[config.mk]
export PLATFORM = sky130hd
export DESIGN_NAME = id_ex_stage
export DESIGN_NICKNAME = d
export VERILOG_FILES = /design/src/rtl/id_ex_stage.sv
export SDC_FILE = /design/constraint.sdc
export NUM_CORES = 1
export LEC_CHECK = 0
export CAP_MARGIN = 20
export CORE_UTILIZATION = 41
export DETAILED_ROUTE_END_ITERATION = 10
export PLACE_DENSITY = 0.81
export SETUP_SLACK_MARGIN = 0.5
export SLEW_MARGIN = 20
export SYNTH_ARGS = -nofsm -noshare
export SYNTH_HDL_FRONTEND = slang
export SYNTH_SLANG_ARGS = --single-unit
[constraint.sdc]
create_clock -name clk -period 2.5 [get_ports clk]
set_input_delay 0.5 -clock clk [delete_from_list [all_inputs] [get_ports clk]]
set_output_delay 0.5 -clock clk [all_outputs]
set_load 0.1 [all_outputs]
[src/rtl/id_ex_stage.sv]
// ID/EX pipeline stage: drives register-file read selects, forwards from MEM,
// inserts load-use bubbles and registers the decoded instruction for execute.
module id_ex_stage #(
  parameter int WIDTH   = 16,
  parameter int REGBITS = 3,
  parameter int CNTW    = 16
) (
  input  logic               clk,
  input  logic               rst,
  input  logic               id_valid,
  input  logic [REGBITS-1:0] id_rs,
  input  logic [REGBITS-1:0] id_rt,
  input  logic [REGBITS-1:0] id_rd,
  input  logic               id_use_rs,
  input  logic               id_use_rt,
  input  logic               id_regwrite,
  input  logic               id_memread,
  input  logic [WIDTH-1:0]   id_imm,
  output logic [REGBITS-1:0] rf_read1sel,
  output logic [REGBITS-1:0] rf_read2sel,
  input  logic [WIDTH-1:0]   rf_read1data,
  input  logic [WIDTH-1:0]   rf_read2data,
  input  logic               mem_regwrite,
  input  logic [REGBITS-1:0] mem_rd,
  input  logic [WIDTH-1:0]   mem_result,
  input  logic               flush,
  input  logic               ex_stall,
  output logic               id_stall,
  output logic               ex_valid,
  output logic [WIDTH-1:0]   ex_op1,
  output logic [WIDTH-1:0]   ex_op2,
  output logic [WIDTH-1:0]   ex_imm,
  output logic [REGBITS-1:0] ex_rd,
  output logic               ex_regwrite,
  output logic               ex_memread,
  output logic [CNTW-1:0]    bubble_cnt
);

  logic               valid_q, valid_d;
  logic [WIDTH-1:0]   op1_q, op1_d;
  logic [WIDTH-1:0]   op2_q, op2_d;
  logic [WIDTH-1:0]   imm_q, imm_d;
  logic [REGBITS-1:0] rd_q, rd_d;
  logic               regwrite_q, regwrite_d;
  logic               memread_q, memread_d;
  logic [CNTW-1:0]    bubble_q, bubble_d;

  logic               hazard;
  logic [WIDTH-1:0]   fwd1, fwd2;

  assign rf_read1sel = id_rs;
  assign rf_read2sel = id_rt;

  // A load sitting in EX cannot supply its data until it reaches MEM next cycle.
  assign hazard = id_valid & valid_q & memread_q & regwrite_q &
                  ((id_use_rs & (id_rs == rd_q)) | (id_use_rt & (id_rt == rd_q)));
  assign id_stall = (hazard | ex_stall) & ~flush;

  assign fwd1 = (mem_regwrite && (mem_rd == id_rs)) ? mem_result : rf_read1data;
  assign fwd2 = (mem_regwrite && (mem_rd == id_rt)) ? mem_result : rf_read2data;

  always_comb begin
    // NOTE: every _d starts from its _q so no path leaves a signal unassigned (no latch).
    valid_d    = valid_q;
    op1_d      = op1_q;
    op2_d      = op2_q;
    imm_d      = imm_q;
    rd_d       = rd_q;
    regwrite_d = regwrite_q;
    memread_d  = memread_q;
    bubble_d   = bubble_q;
    if (flush) begin
      valid_d    = 1'b0;
      regwrite_d = 1'b0;
      memread_d  = 1'b0;
    end else if (ex_stall) begin
      // hold everything; a pending hazard is not counted while execute is stalled
    end else if (hazard) begin
      valid_d    = 1'b0;
      regwrite_d = 1'b0;
      memread_d  = 1'b0;
      if (bubble_q != '1) bubble_d = bubble_q + CNTW'(1);
    end else begin
      valid_d    = id_valid;
      regwrite_d = id_regwrite & id_valid;
      memread_d  = id_memread & id_valid;
      op1_d      = fwd1;
      op2_d      = fwd2;
      imm_d      = id_imm;
      rd_d       = id_rd;
    end
  end

  // NOTE: state uses non-blocking assignments so every flop samples pre-edge values.
  always_ff @(posedge clk or negedge rst) begin
    if (!rst) begin
      valid_q    <= 1'b0;
      op1_q      <= '0;
      op2_q      <= '0;
      imm_q      <= '0;
      rd_q       <= '0;
      regwrite_q <= 1'b0;
      memread_q  <= 1'b0;
      bubble_q   <= '0;
    end else begin
      valid_q    <= valid_d;
      op1_q      <= op1_d;
      op2_q      <= op2_d;
      imm_q      <= imm_d;
      rd_q       <= rd_d;
      regwrite_q <= regwrite_d;
      memread_q  <= memread_d;
      bubble_q   <= bubble_d;
    end
  end

  assign ex_valid    = valid_q;
  assign ex_op1      = op1_q;
  assign ex_op2      = op2_q;
  assign ex_imm      = imm_q;
  assign ex_rd       = rd_q;
  assign ex_regwrite = regwrite_q;
  assign ex_memread  = memread_q;
  assign bubble_cnt  = bubble_q;

endmodule

==> summary.txt, run 1 <==
Floorplanning
  – Initial Util: 43.0%
  – I/O pins: 163
  – Core area: 7810 um^2
  – Die width: 92.5 um
  – Die area: 8550 um^2
  – Cell Rows: 32
  – Chip Height: 92.5 um

GRT
  – GR Overflow Total: 0
  – Vias in the first global route: 2,904
  – Initial antenna violation count: 0
  – Global Route Usage Sum: 22.4%
  – First-pass GRT wire length: 14,600 um
  – Largest net degree at the start of global routing: 39

Synthesis
  – Post-synthesis sequential area ratio: 52.2%
  – Yosys cell types: 30
  – Top cells by area, synth: dfrtp_1 (52%), mux2_2 (26%), xnor2_1 (3.9%)
  – Number of synthesized flops with an enable pin: 0
  – Mapped Nets: 338
  – Avg Cell Area, Syn: 13.4 um^2
  – Synth top cells by count: mux2_2 (78), dfrtp_1 (70), xnor2_1 (15)
  – Post-Syn Area: 3360 um^2
  – Yosys warns: 0
  – Synthesized netlist cell count: 251
  – Post-synth top area share: 52.2%
  – Synth Flop Type: dfrtp_1
  – Cell taking the most area after synthesis: dfrtp_1
  – Top-count cell post-synth: mux2_2
  – Post-synth ARST share: 100%
  – Yosys reg bits: 70

CTS
  – CTS Root Buffer Type: clkbuf_8
  – Worst skew pair latency: 340 ps
  – H-tree lvl count: 3
  – Clock sink count: 70
  – CTS tree: done
  – Total CTS buffers: 9
  – Max clock buf depth: 2
  – Worst-path clk slew: 80 ps
  – Hold-fix buffers, CTS: 0

Route
  – DRC: 0
  – Wire length on met1: 4180 um
  – Met2 WL post-DR: 4840 um
  – Total Wirelength: 9890 um
  – Vias: 2,802
  – TritonRoute pass-1 iters: 4
  – Routed Antenna Nets: 0
  – DRT iter0 DRCs: 41
  – Routed len/inst: 17.8 um
  – Via/cell ratio: 5.04
  – Routed wl met3: 687 um
  – Top routing layer used: met4

Finish
  – Layout overhead on the synthesized area: 76.5%
  – Antenna cell count: 0
  – Final std cells w/o fill: 556
  – Nets: 536
  – Layout cells sized above 1: 57.9%
  – Design Area, Final: 5920 um^2
  – Fill cells: 531

Timing
  – Setup ws final: 308 ps
  – Setup tns final: 0 ps
  – Final Max Slew Viols: 0
  – Fmax: 0.456 GHz
  – Crit path time final: 2190 ps
  – Final setup fails: 0
  – RSZ-0062 raised after global routing: true
  – Final clock skew: 8.89 ps
  – Final hold viol count: 0
  – Final Cycle Share: 87.7%
  – Slew of the pin with the lowest slew margin: 517 ps
  – Max_slew headroom: 65.5%

Power
  – Switching pwr: 1.83 mW
  – Sw Ratio: 43.1%
  – Pint: 2.42 mW
  – Cell leakage power: 2.61 nW
  – Clk pwr share: 24.7%
  – Reg power frac: 31.8%
  – Combinational power share: 43.5%
  – Maximum vdd drop: 0.349 mV
  – Pwr dens: 717 nW/um^2

Critical path
  – Worst Setup Path Type: register to primary output
  – CP Buf/Inv Count: 1
  – Crit end category: primary output
  – CP max-delay cell: dfrtp_4
  – CP max FO: 4
  – Crit path arrival time: 1690 ps
  – Delay-heaviest family, CP: flip-flops
  – Crit-path cells: xnor2_1 -> nand4_1 -> a21o_1 -> a21oi_4 -> buf_12
  – CP max stage delay: 510 ps
  – Worst Path Required: 2000 ps
  – Startpoint class of the critical path: register

Flow run
  – Max_cap viols: 0

Placed design
  – Setup WS pre-CTS: -110 ps
  – Placed Cells incl. Taps: 515
  – Input/output buffers: 162
  – Placed Area: 5200 um^2
  – Hpwl dp: 6550 um
  – GP Congestion: 0.845

Min path
  – Min-delay worst type: input pin to asynchronous set/reset pin

Status
  – Status: finished, final reports clean
==> worst paths after layout <==
path / start / endpoint / slack (ps) / cells past startpoint
setup / recovery: ex_rd[2] / id_stall / 310 / 5
hold / removal: rst / ex_imm[11] / 120 / 1
setup reg to reg: ex_rd[2] / bubble_cnt[14] / 310 / 6
hold reg to reg: bubble_cnt[7] / bubble_cnt[7] / 480 / 1
max in group asynchronous: rst / ex_rd[2] / 1770 / 2
min in group clk: bubble_cnt[7] / bubble_cnt[7] / 480 / 1
==> power by group through the flow <==
stage,clock network (mW),registers (mW),logic [mW]
2_1_floorplan,0,2.37,0.275
3_3_place_gp,0,1.37,1.76
3_5_place_dp,0,1.37,1.78
4_1_cts,1.06,1.35,1.84
5_1_grt,1.11,1.37,1.90
6_report,1.05,1.35,1.85
==> flip-flops by register name, indices dropped and copies added (netlist names) <==
name         cells
bubble_cnt      16
ex_imm          16
ex_op1          16
ex_op2          16
ex_rd            3
ex_memread       1
ex_regwrite      1
ex_valid         1
==> area by class of cell <==
cell class | instances | area [um^2] | area share [%]
timing repair buffer | 204 | 2050 | 34.6
sequential | 70 | 1790 | 30.2
multi-input combinational | 163 | 1720 | 29.1
clock buffer | 10 | 138 | 2.32
tap | 102 | 128 | 2.15
clock inverter | 6 | 92.6 | 1.56
inverter | 1 | 3.75 | 0.0634
==> worst reg2reg max path: stages, from the launching register on <==
cell,delay (ps)
dfrtp_4,510
xnor2_1,150
nand4_1,130
buf_4,150
a2111o_1,530
or4_4,460
xnor2_1,150
==> metrics by stage <==
stage / hold WS (ps) / utilization [%] / total power, mW
final: 124 / 75.9 / 4.25
after global routing: 145 / 75.9 / 4.39
after CTS: 131 / 74.3 / 4.25
after detailed placement: 466 / 66.6 / 3.15
after global placement: 466 / 66.6 / 3.13
after floorplan: 204 / - / 2.64
==> cells by family after synthesis <==
| logic type | after synthesis | share of synthesized area, % |
|---|---|---|
| buffers and inverters | 18 | 2.94 |
| AOI/OAI and AO/OA | 6 | 1.45 |
| xor gates and xnor gates | 27 | 7.04 |
| adders and majority gates | 1 | 0.373 |
| muxes | 84 | 28.2 |
| and+or+nand+nor | 45 | 7.83 |
| DFF | 70 | 52.2 |
==> per-layer routing <==
layer	global-route usage, %	vias to the layer above
met5	0	-
met2	38.0	120
li1	-	1301
met1	28.2	1365
met3	5.17	16
met4	7.29	0
==> placed cells by master, fill, tap and decap left out, types with 3 or more instances in the layout <==
cell,n
nand4_1,7
dfrtp_4,5
buf_4,92
nor2_1,4
nor4_4,4
xnor2_2,4
mux2_2,78
clkdlybuf4s50_1,78
xor2_1,12
and3_1,3
dlygate4sd2_1,6
nand2_1,9
dfrtp_2,15
xnor2_1,11
nor3_4,6
nand3_1,3
buf_6,6
clkbuf_8,10
buf_12,14
buf_16,4
dfrtp_1,50
mux2_4,5
==> what timing repair did <==
action / 4_1_cts / 5_1_grt
buffers inserted: 12 / 5
gates cloned: 5 / 3
resized for setup: 36 / 6
pin swaps: 25 / 9
endpoints found under the setup margin: 66 / 68
Note: power is estimated with default switching activity, not from simulation.
==> run 2, diff against run 1 <==
--- a/config.mk
+++ b/config.mk
@@ -6,6 +6,7 @@
 export NUM_CORES = 1
 export LEC_CHECK = 0
 export CAP_MARGIN = 20
+export CORE_ASPECT_RATIO = 0.6
 export CORE_UTILIZATION = 41
 export DETAILED_ROUTE_END_ITERATION = 10
 export PLACE_DENSITY = 0.81
==> summary.txt, run 2 (synthesis results as in run 1) <==
Finish
  – Nets: 536 (unchanged)
  – Layout overhead on the synthesized area: 79.5%
  – Most frequent cells in the layout: buf_4 (92), mux2_2 (78), clkdlybuf4s50_1 (78)
  – Commonest non-fill, non-tap cell in the layout: buf_4
  – Design Area, Final: 6030 um^2 (+1.7%)
  – Core Util, Final: 76.1% (+0.26 points)
  – Antenna cell count: 0 (unchanged)
  – Layout cells sized above 1: 57.5% (-0.44 points)

Floorplanning
  – Die width: 119 um (+28%)
  – I/O pins: 163 (unchanged)
  – Chip Height: 72.1 um (-22%)
  – Die area: 8570 um^2 (+0.14%)
  – Cell Rows: 25 (-22%)
  – Core area: 7910 um^2 (+1.4%)
  – Initial Util: 42.4% (-0.58 points)

Status
  – Status: finished, final reports clean

CTS
  – Max clock buf depth: 2 (unchanged)
  – CTS Root Buffer Type: clkbuf_16
  – CTS tree: done
  – H-tree lvl count: 3 (unchanged)
  – Clock sink count: 70 (unchanged)
  – Worst skew pair latency: 340 ps (about the same)
  – Total CTS buffers: 9 (unchanged)
  – Worst-path clk slew: 60 ps (-20 ps)

Power
  – Pwr Total: 4.57 mW (+7.6%)
  – Pwr dens: 759 nW/um^2 (+5.8%)
  – Cell leakage power: 2.67 nW (+2.3%)
  – Maximum vdd drop: 0.533 mV (+53%)

Timing
  – Final hold viol count: 0 (unchanged)
  – Final clock skew: 5.69 ps (-3.21 ps)
  – Hold Slack: 166 ps (+41.9 ps)
  – Slew of the pin with the lowest slew margin: 419 ps (-98.9 ps)
  – Final Cycle Share: 91.7% (+4.0 points)
  – Fmax: 0.436 GHz (-4.3%)
  – Crit path time final: 2290 ps (+99.4 ps)
  – Final setup fails: 0 (unchanged)
  – Final Max Slew Viols: 0 (unchanged)
  – RSZ-0062 raised after global routing: true
  – Setup tns final: 0 ps (unchanged)
  – Max_slew headroom: 72.0% (+6.5 points)

Route
  – DRC: 0 (unchanged)
  – Routed len/inst: 17.6 um (-0.91%)
  – Routed Antenna Nets: 0 (unchanged)
  – Via/cell ratio: 4.90 (-2.7%)
  – DRT iter0 DRCs: 90 (+120%)
  – Total Wirelength: 9900 um (+0.16%)
  – Vias: 2,755 (-1.7%)
  – TritonRoute pass-1 iters: 4 (unchanged)

Critical path
  – Crit end category: primary output
  – Crit-path cells: xnor2_4 -> nand4_1 -> a21o_1 -> a21oi_4 -> buf_12
  – Worst Setup Path Type: register to primary output
  – CP max-delay cell: dfrtp_4
  – Reg-to-reg startpoint: ex_rd[2]
  – Startpoint class of the critical path: register
  – CP max FO: 3 (-1)
  – CP Buf/Inv Count: 1 (unchanged)
  – Worst Path Required: 2000 ps (about the same)
  – CP max stage delay: 520 ps (about the same)
  – Delay-heaviest family, CP: flip-flops
  – CP startpoint: ex_rd[2]
  – Crit path arrival time: 1790 ps (+100 ps)

GRT
  – Global Route Usage Sum: 24.2% (+1.8 points)
  – GR Overflow Total: 0 (unchanged)
  – First-pass GRT wire length: 15,400 um (+5.6%)
  – Largest net degree at the start of global routing: 71 (+82%)
  – Initial antenna violation count: 0 (unchanged)
  – Vias in the first global route: 2,925 (+0.72%)

Placed design
  – Hpwl dp: 6570 um (+0.35%)
  – Input/output buffers: 162 (unchanged)
  – Placed Area: 5220 um^2 (+0.38%)
  – GP Congestion: 0.813 (-3.7%)

Flow run
  – Max_cap viols: 0 (unchanged)

Min path
  – Min-delay worst type: input pin to asynchronous set/reset pin
## run 2: cell types whose count changed in the layout (fill, tap and decap cells not counted), sizes merged
cell,delta
clkinvlp,-2
clkinv,+4
bufbuf,+3
buf,-2
inv,-1
clkbuf,-2
## run 2: final cells by class
| type | instances | area (um^2) |
|---|---|---|
| Multi-Input combinational cell | 163 | 1730 |
| Clock buffer | 9 | 225 |
| Sequential cell | 70 | 1790 |
| Tap cell | 108 | 135 |
| Clock inverter | 7 | 96.3 |
| Fill cell | 529 | 1890 |
| Inverter | 1 | 3.75 |
| Timing Repair Buffer | 204 | 2040 |
## run 2: path summary, 6_finish.rpt
check                                 endpoint  depth (start not counted)  slack, ps
worst max-delay path                  id_stall                          5        210
worst min-delay path                 ex_imm[6]                          2        170
worst max register to register       ex_op2[3]                          8        220
worst min register to register  bubble_cnt[10]                          1        480
max in group asynchronous             ex_rd[0]                          2       1980
min in group clk                bubble_cnt[10]                          1        480
## run 2: power by group
group | switching (mW) | leakage, nW | internal, mW
Clock | 0.493 | 0.160 | 0.876
Combinational | 1.29 | 1.68 | 0.549
Sequential | 0.0843 | 0.831 | 1.27
## run 2: what timing repair did
action	4_1_cts	5_1_grt
setup buffers	16	3
hold buffers	0	0
gates cloned	5	1
gates resized for setup	32	11
setup endpoints to repair	66	68
pin swaps	28	10
## run 2: worst register-to-register path, delay by kind of cell, from the launching register on
family / cells / cell delay (ps)
buffers and inverters: 3 / 580
DFF: 1 / 520
xor gates and xnor gates: 1 / 150
AOI/OAI and AO/OA: 1 / 210
and+or+nand+nor: 2 / 360
muxes: 1 / 340
## run 2: routing by layer
layer	vias to the layer above	track usage (%)	wire length, um
met4	0	8.86	162
met5	-	0	0
met1	1339	32.1	4620
li1	1302	-	-
met2	100	37.9	4520
met3	14	7.31	600
## run 2: metrics by stage
| stage | std cells | setup WS, ps |
|---|---|---|
| floorplan | 251 | 272 |
| global placement | 521 | -49.0 |
| detailed placement | 521 | -90.0 |
| CTS | 558 | 232 |
| global route | 562 | 150 |
| finish | 562 | 209 |
